**src/rtl/seq_arb_nin_weighted.sv**
```systemverilog
// Weighted round-robin arbiter: requester i gets weight[i]+1 back-to-back grants
// per round, with credits refilled when no requester has credit left.
module seq_arb_nin_weighted #(
  parameter int NREQS = 8,
  parameter int WBITS = 3
) (
  input  logic             clk,
  input  logic             reset_n,
  input  logic             preset,
  input  logic             weight_we,
  input  logic [3:0]       weight_idx,
  input  logic [WBITS-1:0] weight_data,
  input  logic [NREQS-1:0] reqs,
  output logic [NREQS-1:0] grants
);

  localparam int          PW   = $clog2(NREQS);
  localparam int          CW   = WBITS + 1;
  localparam int unsigned N    = NREQS;
  localparam logic [PW-1:0] LAST = PW'(NREQS - 1);

  logic [WBITS-1:0] r_weight [NREQS];
  logic [CW-1:0]    r_credit [NREQS];
  logic [PW-1:0]    r_ptr;

  logic [NREQS-1:0] w_elig;
  logic [NREQS-1:0] w_scan;
  logic [CW-1:0]    w_reload [NREQS];
  logic             w_any_req;
  logic             w_any_elig;
  logic [PW-1:0]    w_gidx;
  logic [CW-1:0]    w_gcredit_nxt;
  logic [PW-1:0]    w_ptr_nxt;

  always_comb begin
    w_elig = '0;
    for (int unsigned j = 0; j < N; j++) begin
      w_elig[j]   = reqs[j] & (r_credit[j] != '0);
      w_reload[j] = CW'(r_weight[j]) + CW'(1);
    end
    w_any_req  = |reqs;
    w_any_elig = |w_elig;
  end

  // A refill cycle arbitrates among all requesters, otherwise only among those with credit.
  always_comb begin
    logic        found;
    int unsigned idx;
    found  = 1'b0;
    idx    = 0;
    w_gidx = '0;
    w_scan = w_any_elig ? w_elig : reqs;
    for (int unsigned k = 0; k < N; k++) begin
      idx = (32'(r_ptr) + k) % N;
      if (!found && w_scan[PW'(idx)]) begin
        found  = 1'b1;
        w_gidx = PW'(idx);
      end
    end
  end

  always_comb begin
    grants = '0;
    if (reset_n && !preset && w_any_req) begin
      grants[w_gidx] = 1'b1;
    end
    w_gcredit_nxt = w_any_elig ? (r_credit[w_gidx] - CW'(1)) : CW'(r_weight[w_gidx]);
    if (w_gcredit_nxt != '0) begin
      w_ptr_nxt = w_gidx;
    end else if (w_gidx == LAST) begin
      w_ptr_nxt = '0;
    end else begin
      w_ptr_nxt = w_gidx + PW'(1);
    end
  end

  // Reloads read r_weight before the write lands, so a same-cycle write only affects later rounds.
  always_ff @(posedge clk or negedge reset_n) begin
    if (!reset_n) begin
      for (int unsigned j = 0; j < N; j++) begin
        r_weight[j] <= '0;
        r_credit[j] <= CW'(1);
      end
      r_ptr <= '0;
    end else begin
      for (int unsigned j = 0; j < N; j++) begin
        if (weight_we && (weight_idx == 4'(j))) begin
          r_weight[j] <= weight_data;
        end
      end
      if (preset) begin
        for (int unsigned j = 0; j < N; j++) begin
          r_credit[j] <= w_reload[j];
        end
        r_ptr <= '0;
      end else if (w_any_req) begin
        if (!w_any_elig) begin
          for (int unsigned j = 0; j < N; j++) begin
            r_credit[j] <= (PW'(j) == w_gidx) ? w_gcredit_nxt : w_reload[j];
          end
        end else begin
          r_credit[w_gidx] <= w_gcredit_nxt;
        end
        r_ptr <= w_ptr_nxt;
      end
    end
  end

endmodule

```
**config.mk**
```make
export PLATFORM = sky130hd
export DESIGN_NAME = seq_arb_nin_weighted
export DESIGN_NICKNAME = d
export VERILOG_FILES = /design/src/rtl/seq_arb_nin_weighted.sv
export SDC_FILE = /design/constraint.sdc
export NUM_CORES = 1
export LEC_CHECK = 0
export ABC_CLOCK_PERIOD_IN_PS = 7440
export CAP_MARGIN = 20
export CORE_UTILIZATION = 60
export DETAILED_ROUTE_END_ITERATION = 16
export GPL_TIMING_DRIVEN = 0
export PLACE_DENSITY = 0.8
export SKIP_CTS_REPAIR_TIMING = 1
export SLEW_MARGIN = 0
export SYNTH_ARGS = -nofsm -noshare
export SYNTH_HDL_FRONTEND = slang
export SYNTH_SLANG_ARGS = --single-unit
```
**constraint.sdc**
```tcl
create_clock -name clk -period 7.44 [get_ports clk]
set_clock_uncertainty 0.1 [all_clocks]
set_input_delay 0.744 -clock clk [delete_from_list [all_inputs] [get_ports clk]]
set_output_delay 0.744 -clock clk [all_outputs]
set_load 0.01 [all_outputs]
```
# Word-level counts from Yosys, hierarchy flattened
# Cells that the tools add are included.
# totals
latchBits	0
n_memories	0
output_inout_bits	8
romBits	0
ramBits	0
ff_bits	59
elab_cells	171
inputBits	19
# classes
n_reduce_logical	41
div	0
n_addsub	17
eq_ne	15
shifts	0
order_cmp	12
mux	60
multipliers	0
n_bitwise	9
# ops
op	n
32-bit two-way mux	3
4-bit two-way mux	12
3-bit two-way mux	14
3-bit by 4-bit < comparator with 1-bit output, second input constant	9
4-bit nonzero test	9
3-bit by 1-bit adder with 4-bit output, second input constant	8
32-bit bitwise mux	1
1-bit binary-select mux with 3-bit select	8
1-bit logical AND	19
4-bit by 3-bit equality test with 1-bit output, second input constant	4
1-bit two-way mux	16
8-bit two-way mux	2
8-bit OR reduction	2
3-bit adder, second input constant	4
4-bit binary-select mux with 3-bit select	1
4-bit demux with 3-bit select	1
3-bit equality test, first input constant	4
3-bit binary-select mux with 3-bit select	1
1-bit bitwise AND	8
4-bit by 2-bit equality test with 1-bit output, second input constant	2
1-bit zero test	8
3-bit by 1-bit adder with 3-bit output, second input constant	2
3-bit by 2-bit adder with 3-bit output, second input constant	2
2-bit by 3-bit equality test with 1-bit output, first input constant	2
12 further kinds	12

# Depth between registers and ports, before layout
# logic_depth
word_depth	38
mapped_depth	24
mapped_depth_nobuf	20

# Worst setup path before layout
# OpenSTA, ideal clock, no wires.
# synth_path
kind	register to register
startpoint	register r_credit[1] in the netlist's numbering
endpoint	register r_credit[1] in the netlist's numbering
setup_ns	0.077
t_required_ns	7.263
path_slack_ns	2.101
n_path_buf	3
arrival_ns	5.162
period_less_slack_ns	5.339
path_stages_with_launch	21
cell_sequence	dfrtp_1 o41ai_4 nand4_1 clkbuf_1 o21a_1 mux4_2 mux2_2 or4_1 or3_4 a32oi_4 buf_4 mux2i_1 nand3_1 and4_1 inv_1 ha_1 a32oi_2 buf_2 a32oi_1 a2bb2oi_1 a21oi_1
# synth_via
elab_chain_cells	38
word_cells_on_any_way	69
classes_between	add/sub (1); order compare (2); eq/ne (1); mux (46); bitwise (2); reduce/logical (17)
# synth_lines
item	line	source
start, declared	23	logic [CW-1:0] r_credit [NREQS];
start signal, assigned by index	93	r_credit[j] <= w_reload[j];
start signal, assigned by index	99	r_credit[j] <= (PW'(j) == w_gidx) ? w_gcredit_nxt : w_reload[j];
start signal, assigned by index	102	r_credit[w_gidx] <= w_gcredit_nxt;
4-bit nonzero test	38	w_elig[j] = reqs[j] & (r_credit[j] != '0);
1-bit bitwise AND	38	
8-bit OR reduction	42	w_any_elig = |w_elig;
8-bit two-way mux	52	w_scan = w_any_elig ? w_elig : reqs;
1-bit binary-select mux with 3-bit select	55	if (!found && w_scan[PW'(idx)]) begin
1-bit two-way mux (not written as such)	55	
1-bit two-way mux	55	
1-bit zero test	55	
[21 not listed]	-	
4-bit binary-select mux with 3-bit select	67	w_gcredit_nxt = w_any_elig ? (r_credit[w_gidx] - CW'(1)) : CW'(r_weight[w_gidx]);
4-bit two-way mux (not written as such) (2 in a row)	67	
4-bit by 1-bit subtractor with 4-bit output	67	
4-bit two-way mux	67	
4-bit two-way mux or 32-bit bitwise mux (tied branches)	99, 102	
32-bit two-way mux (*)	97	if (!w_any_elig) begin
32-bit two-way mux (*)	96	end else if (w_any_req) begin
32-bit two-way mux (*)	91	if (preset) begin
# Every way passes the cells marked *; elsewhere a longest branch is shown, timed or not. The select of a mux whose other input is x is not followed.
# A chain may end at the register's enable or synchronous reset.

# Worst setup path in the final report
# layout_path
startpoint	input port reqs[2]
endpoint	output port grants[3]
# layout_via
elab_chain_cells	32
word_cells_on_any_way	56
classes_between	order compare (2); mux (35); bitwise (1); reduce/logical (18)
# layout_lines
item	line	source
start, declared	13	input logic [NREQS-1:0] reqs,
1-bit bitwise AND	38	
8-bit OR reduction	42	
8-bit two-way mux	52	
1-bit binary-select mux with 3-bit select	55	
1-bit two-way mux (not written as such)	55	
1-bit two-way mux	55	
1-bit zero test	55	
1-bit logical AND	55	
[16 not listed]	-	
1-bit zero test	55	
1-bit logical AND	55	
3-bit two-way mux	55	
3-bit by 4-bit < comparator with 1-bit output (not written as such) or 3-bit by 1-bit greater-or-equal comparator with 1-bit output (tied branches)	65	grants[w_gidx] = 1'b1;
1-bit logical AND (not written as such)	65	
1-bit two-way mux (not written as such)	65	
1-bit demux with 3-bit select	65	
8-bit two-way mux (*)	64	if (reset_n && !preset && w_any_req) begin
end, declared	14	output logic [NREQS-1:0] grants
# Marks and branches as above.

==> flow_metrics.tcl <==
set metrics [dict create \
    status "finished, final reports clean" \
    cp-start-kind "input port" \
    insertion_delay_ns 0.36 \
    drive_gt1_frac 0.145 \
    min_period_ns 7.09 \
    hold_viol_final 0 \
    synth_edf_count 0 \
    viasPerCell 7.35 \
    slowest_delay_ns 0.59 \
    fmax_mhz 141 \
    yosys.area.top_type "dfrtp_1" \
    crit_slowest_cell "clkdlybuf4s50_1" \
    ios 27 \
    syn_nets 692 \
    crit_arrival_ns 6.25 \
    routed_wl_um 19600 \
    crit_chain "clkdlybuf4s50_1 -> o41ai_2 -> nand4_1 -> clkbuf_1 -> o211ai_1 -> a32oi_1 -> a211oi_1 -> o32ai_1 -> nand2_1 -> o32ai_1 -> o21a_1 -> buf_2 -> clkbuf_1 -> buf_1 -> nand3_1 -> nor2_1 -> clkdlybuf4s50_1" \
    synth.area.top_cells "dfrtp_1, mux2_2, nor2_1" \
    grt_pass1_vias 5854 \
    path_clk_slew_ns 0.07 \
    grt_antenna_before_repair 0 \
    drtAntennaViolNets 0 \
    nets 729 \
    final_max_slew_viol_count 0 \
    numPortBuffers 25 \
    dieWidth_um 97.4 \
    drc 0 \
    required_ns 6.60 \
    dieHeight_um 97.4 \
    worst_slew_pin_slew_ns 1.13 \
    cp-end-kind "output port" \
    hold_path.class "input port to asynchronous set/reset pin" \
    cts_max_level 3 \
    finalSetupViolations 0 \
    relSlewSlack 0.245 \
    synth.yosys.seq_area_share 0.272 \
    area_growth_pct 12.1 \
    grt_overflow 0 \
    setup_tns_ns 0 \
    coreArea_um2 8760 \
    synth_warnings 0 \
    placement_rows 34 \
    synthTopCellsByCount "nor2_1, nand2_1, dfrtp_1" \
    grt_pass1_wl_um 31300 \
    synth_most_common_cell "nor2_1" \
    ys_ff_latch 59 \
    cts_tree "yes" \
    synth_top_area_frac 0.234 \
    finalCritPeriodShare 0.953 \
    cts.sinks 59 \
    cp_top_family "buffers and inverters" \
    root_buffer "clkbuf_8" \
    cp_max_fo 11 \
    criticalPathCategory "input port to output port" \
    via_count 5926 \
    gp_congestion 1.09 \
    grtUsageTotal 0.426 \
    async_reset_ff_frac 1.00 \
    rsz0062_at_grt "no" \
    die-area_um2 9490 \
    syn_area_per_cell_um2 8.33 \
    first_pass_iters 5 \
    drt-wirelength-per-cell_um 24.3 \
    cts_buffer_depth 2 \
    path_buf_inv 6 \
    grt_max_degree 39 \
    initial_core_util 0.624 \
    n_antenna_cell 0 \
    maxCapViolCount 0 \
    drtIter0Drc 597 \
    syn_area_um2 5460 \
    cts-buffers-inserted 9 \
    synth_ff_type "dfrtp_1" \
    ys_types 72 \
    syn_inst 656 \
    dp_hpwl_um 14700 \
]
==> metal layers <==
layer  global-route usage  routed length, um  vias up
li1                     -                  -     2588
met1                0.533               7270     2761
met2                0.681               8930      446
met3               0.0777               2060      131
met4                0.264               1340        0
met5                    0                  0        -
==> per-stage QoR <==
| step | setup WS [ns] | hold slack (ns) | area (um^2) | std cells | utilization |
|---|---|---|---|---|---|
| 3_3_place_gp | 0.144 | 0.395 | 5850 | 789 | 0.667 |
| 2_1_floorplan | 2.10 | 0.348 | 5460 | 656 | - |
| 5_1_grt | 0.0317 | 0.431 | 6130 | 806 | 0.699 |
| 4_1_cts | 0.338 | 0.419 | 6110 | 806 | 0.698 |
| 6_report | 0.346 | 0.404 | 6130 | 806 | 0.699 |
| 3_5_place_dp | 0.00881 | 0.409 | 5870 | 790 | 0.670 |
==> worst paths after layout <==
path,start,endpoint,slack [ns],cells after the start
max reg2reg,r_credit[21],r_ptr[1],0.42,17
min,reset_n,r_ptr[1],0.40,1
min reg2reg,r_credit[24],r_credit[24],0.42,2
min in group clk,r_credit[24],r_credit[24],0.42,2
max in group asynchronous,reset_n,r_credit[20],6.12,2
max,reqs[2],grants[3],0.35,17
==> layout by cell type, fill, tap and decap left out, drive strengths merged, types with 6 or more instances in the layout <==
cell | Yosys | routed
a211oi | 8 | 8
a21oi | 47 | 47
a221oi | 6 | 6
a22o | 6 | 6
a22oi | 7 | 7
a31oi | 10 | 10
a32oi | 10 | 10
buf | 13 | 15
clkbuf | 18 | 29
clkdlybuf4s50 | 0 | 24
dfrtp | 51 | 51
dfstp | 8 | 8
ha | 17 | 17
inv | 22 | 22
mux2 | 36 | 36
mux2i | 21 | 21
nand2 | 59 | 59
nand2b | 6 | 6
nand3 | 26 | 26
nand4 | 13 | 13
nor2 | 73 | 73
nor3 | 19 | 19
nor4 | 9 | 9
o211ai | 8 | 8
o21a | 9 | 9
o21ai | 41 | 41
o22ai | 9 | 9
o32ai | 6 | 6
o41ai | 9 | 9
or3 | 6 | 6
xnor2 | 6 | 6
==> flip-flops by register name, indices dropped and copies added (netlist names) <==
name,flops
r_credit,32
r_ptr,3
r_weight,24
==> cell type report <==
cell class	count	area, um^2
repair buffers	26	273
inverters	24	90.1
multi-input cells	542	3770
clock inverters	5	100
clock buffers	11	141
well taps	108	135
fillers	728	2640
flip-flops and latches	59	1490
plain buffers	31	133
==> cells by family (layout without fill, tap and decap cells) <==
family / after synthesis / in the layout / synth area share
AO/OA/AOI/OAI: 204 / 204 / 0.275
XOR/XNOR: 11 / 11 / 0.0176
adder cells (fa/ha/maj): 17 / 17 / 0.0389
buffers and inverters: 55 / 97 / 0.0405
flip-flops: 59 / 59 / 0.272
multiplexers: 62 / 62 / 0.133
AND/OR/NAND/NOR: 248 / 248 / 0.223
Power is not shown: default switching activity piles up to over one toggle a cycle in this logic, so the estimate is an artifact.
==> variant, RTL diff (same flow settings) <==
Change the parameter `NREQS` from 8 to 4.
--- a/src/rtl/seq_arb_nin_weighted.sv
+++ b/src/rtl/seq_arb_nin_weighted.sv
@@ -1,7 +1,7 @@
 // Weighted round-robin arbiter: requester i gets weight[i]+1 back-to-back grants
 // per round, with credits refilled when no requester has credit left.
 module seq_arb_nin_weighted #(
-  parameter int NREQS = 8,
+  parameter int NREQS = 4,
   parameter int WBITS = 3
 ) (
   input  logic             clk,
Interface: changed (resized grants and reqs); port bits go from 27 to 19. The function was not compared with the original's and may differ.
==> variant against the unedited design <==
Worst setup slack better by 2200 ps. Routed wire length down 67%. Cell area down 56%. Sequential cell count down 29. Sequential share of layout area up 3.7 points. Register-to-register slack better by 2600 ps. Synthesized area down 57%. Hold slack better by 68 ps. Non-clock buffer count down 31. Critical path type unchanged. Critical endpoint is now grants[1]. Largest cell class unchanged.
==> variant: results (changes against the unedited design) <==
- Reg2Reg Depth: 16 (-1)
- R2R setup slack: 3050 ps (+2630 ps)
- DR vias/cell: 6.84 (-6.9%)
- Nets: 316 (-57%)
- RD Place Congestion: 0.969 (-11%)
- Tot GR Track Use: 33.9% (-8.7 points)
- WP data arrival: 4040 ps (-2210 ps)
- Hold slack final: 472 ps (+67.9 ps)
- R2R Path End: r_ptr[0]$_DFFE_PN0P_
- Synth top area cells: dfrtp_1 28%, mux2_2 5.7%, nor2_1 4.9%
- Htree depth: 2 (-1)
- Routed via count: 2,334 (-61%)
- CP endpoint: grants[1]
- Number of distinct library cells after synthesis: 60 (-17%)
- Layout fillers: 313 (-57%)
- Number of cells after detailed placement: 333 (-58%)
- Share of cells above drive strength 1: 15.0% (+0.55 points)
- Peak Freq: 205 MHz (+45%)
- Maximum number of pins on one net before global-route repair: 22 (-44%)
- CTS Buf Count: 5 (-4)
- Hold Path Class: register to register
- Dpl ws: 2590 ps (+2580 ps)
- Post-DP HPWL: 4900 um (-67%)
- Reg2Reg Launch Point: r_credit[5]$_DFFE_PN0P_
- Final wirelength: 6500 um (-67%)
- Slew Limit Headroom: 48.1% (+24 points)
- Status: finished clean
- DP Area: 0.00261 sq mm (-56%)
- Port bufs: 15 (-40%)
- Synthesized area per cell: 8.82 sq um (+5.9%)
- CP startpoint: reqs[3]
- Worst path slowest cell: o311ai_4
- Biggest regs: r_credit x16, r_weight x12, r_ptr x2
- First-pass GRT wire length: 10,600 um (-66%)
- Max incr delay on CP: 680 ps (+90 ps)
- Antenna violations before repair: 0 (unchanged)
- Vias in the first global route: 2,155 (-63%)
- Sequential cell area fraction in the yosys report: 32.0% (+4.8 points)
- Post-synth top cells: 31 x nor2_1, 26 x dfrtp_1, 25 x nand2_1, 15 x a21oi_1, 13 x o21ai_0
- Latest clock arrival within the worst-skew pair: 290 ps (-70 ps)
- Syn_nets: 292 (-58%)
- Starting DRT DRC Count: 214 (-64%)
[variant: cell types whose count changed in the layout (fill, tap and decap cells not counted), sizes merged, moves of 15 or more]
cell,change
a21oi,-32
clkbuf,-17
dfrtp,-25
mux2,-24
mux2i,-21
nand2,-32
nand3,-16
nor2,-42
nor3,-15
o21ai,-26
[variant: area by class of cell]
cell class,count,area (sq um),area share [%]
multi-input combinational,220,1520,56.4
sequential,30,756,28.0
timing repair buffer,17,183,6.77
clock buffer,7,86.3,3.20
tap,48,60.1,2.23
buffer,9,53.8,1.99
inverter,9,33.8,1.25
clock inverter,1,5.00,0.185
[variant: metal layers]
metal | up-vias | GRT usage [%] | part of all wire (%)
met2 | 109 | 56.1 | 48
li1 | 1077 | - | -
met4 | 0 | 11.9 | 3.1
met5 | - | 0 | 0
met3 | 22 | 5.28 | 6.8
met1 | 1126 | 44.6 | 42
[variant: kinds of logic (layout without fill, tap and decap cells)]
group	Yosys count	in the layout	synth area share [%]
fa+ha+maj	9	9	4.76
flops	30	30	32.0
xor+xnor	4	4	1.48
simple gates	108	108	22.5
mux	12	12	5.71
buf+inv	18	43	3.70
compound gates	87	87	29.8
[variant: power breakdown]
group          total (mW)  leakage, nW  internal (mW)  switching [mW]
combinational       0.614        0.664          0.244           0.370
sequential          0.328        0.364          0.232          0.0964
clock               0.137       0.0482         0.0745          0.0623
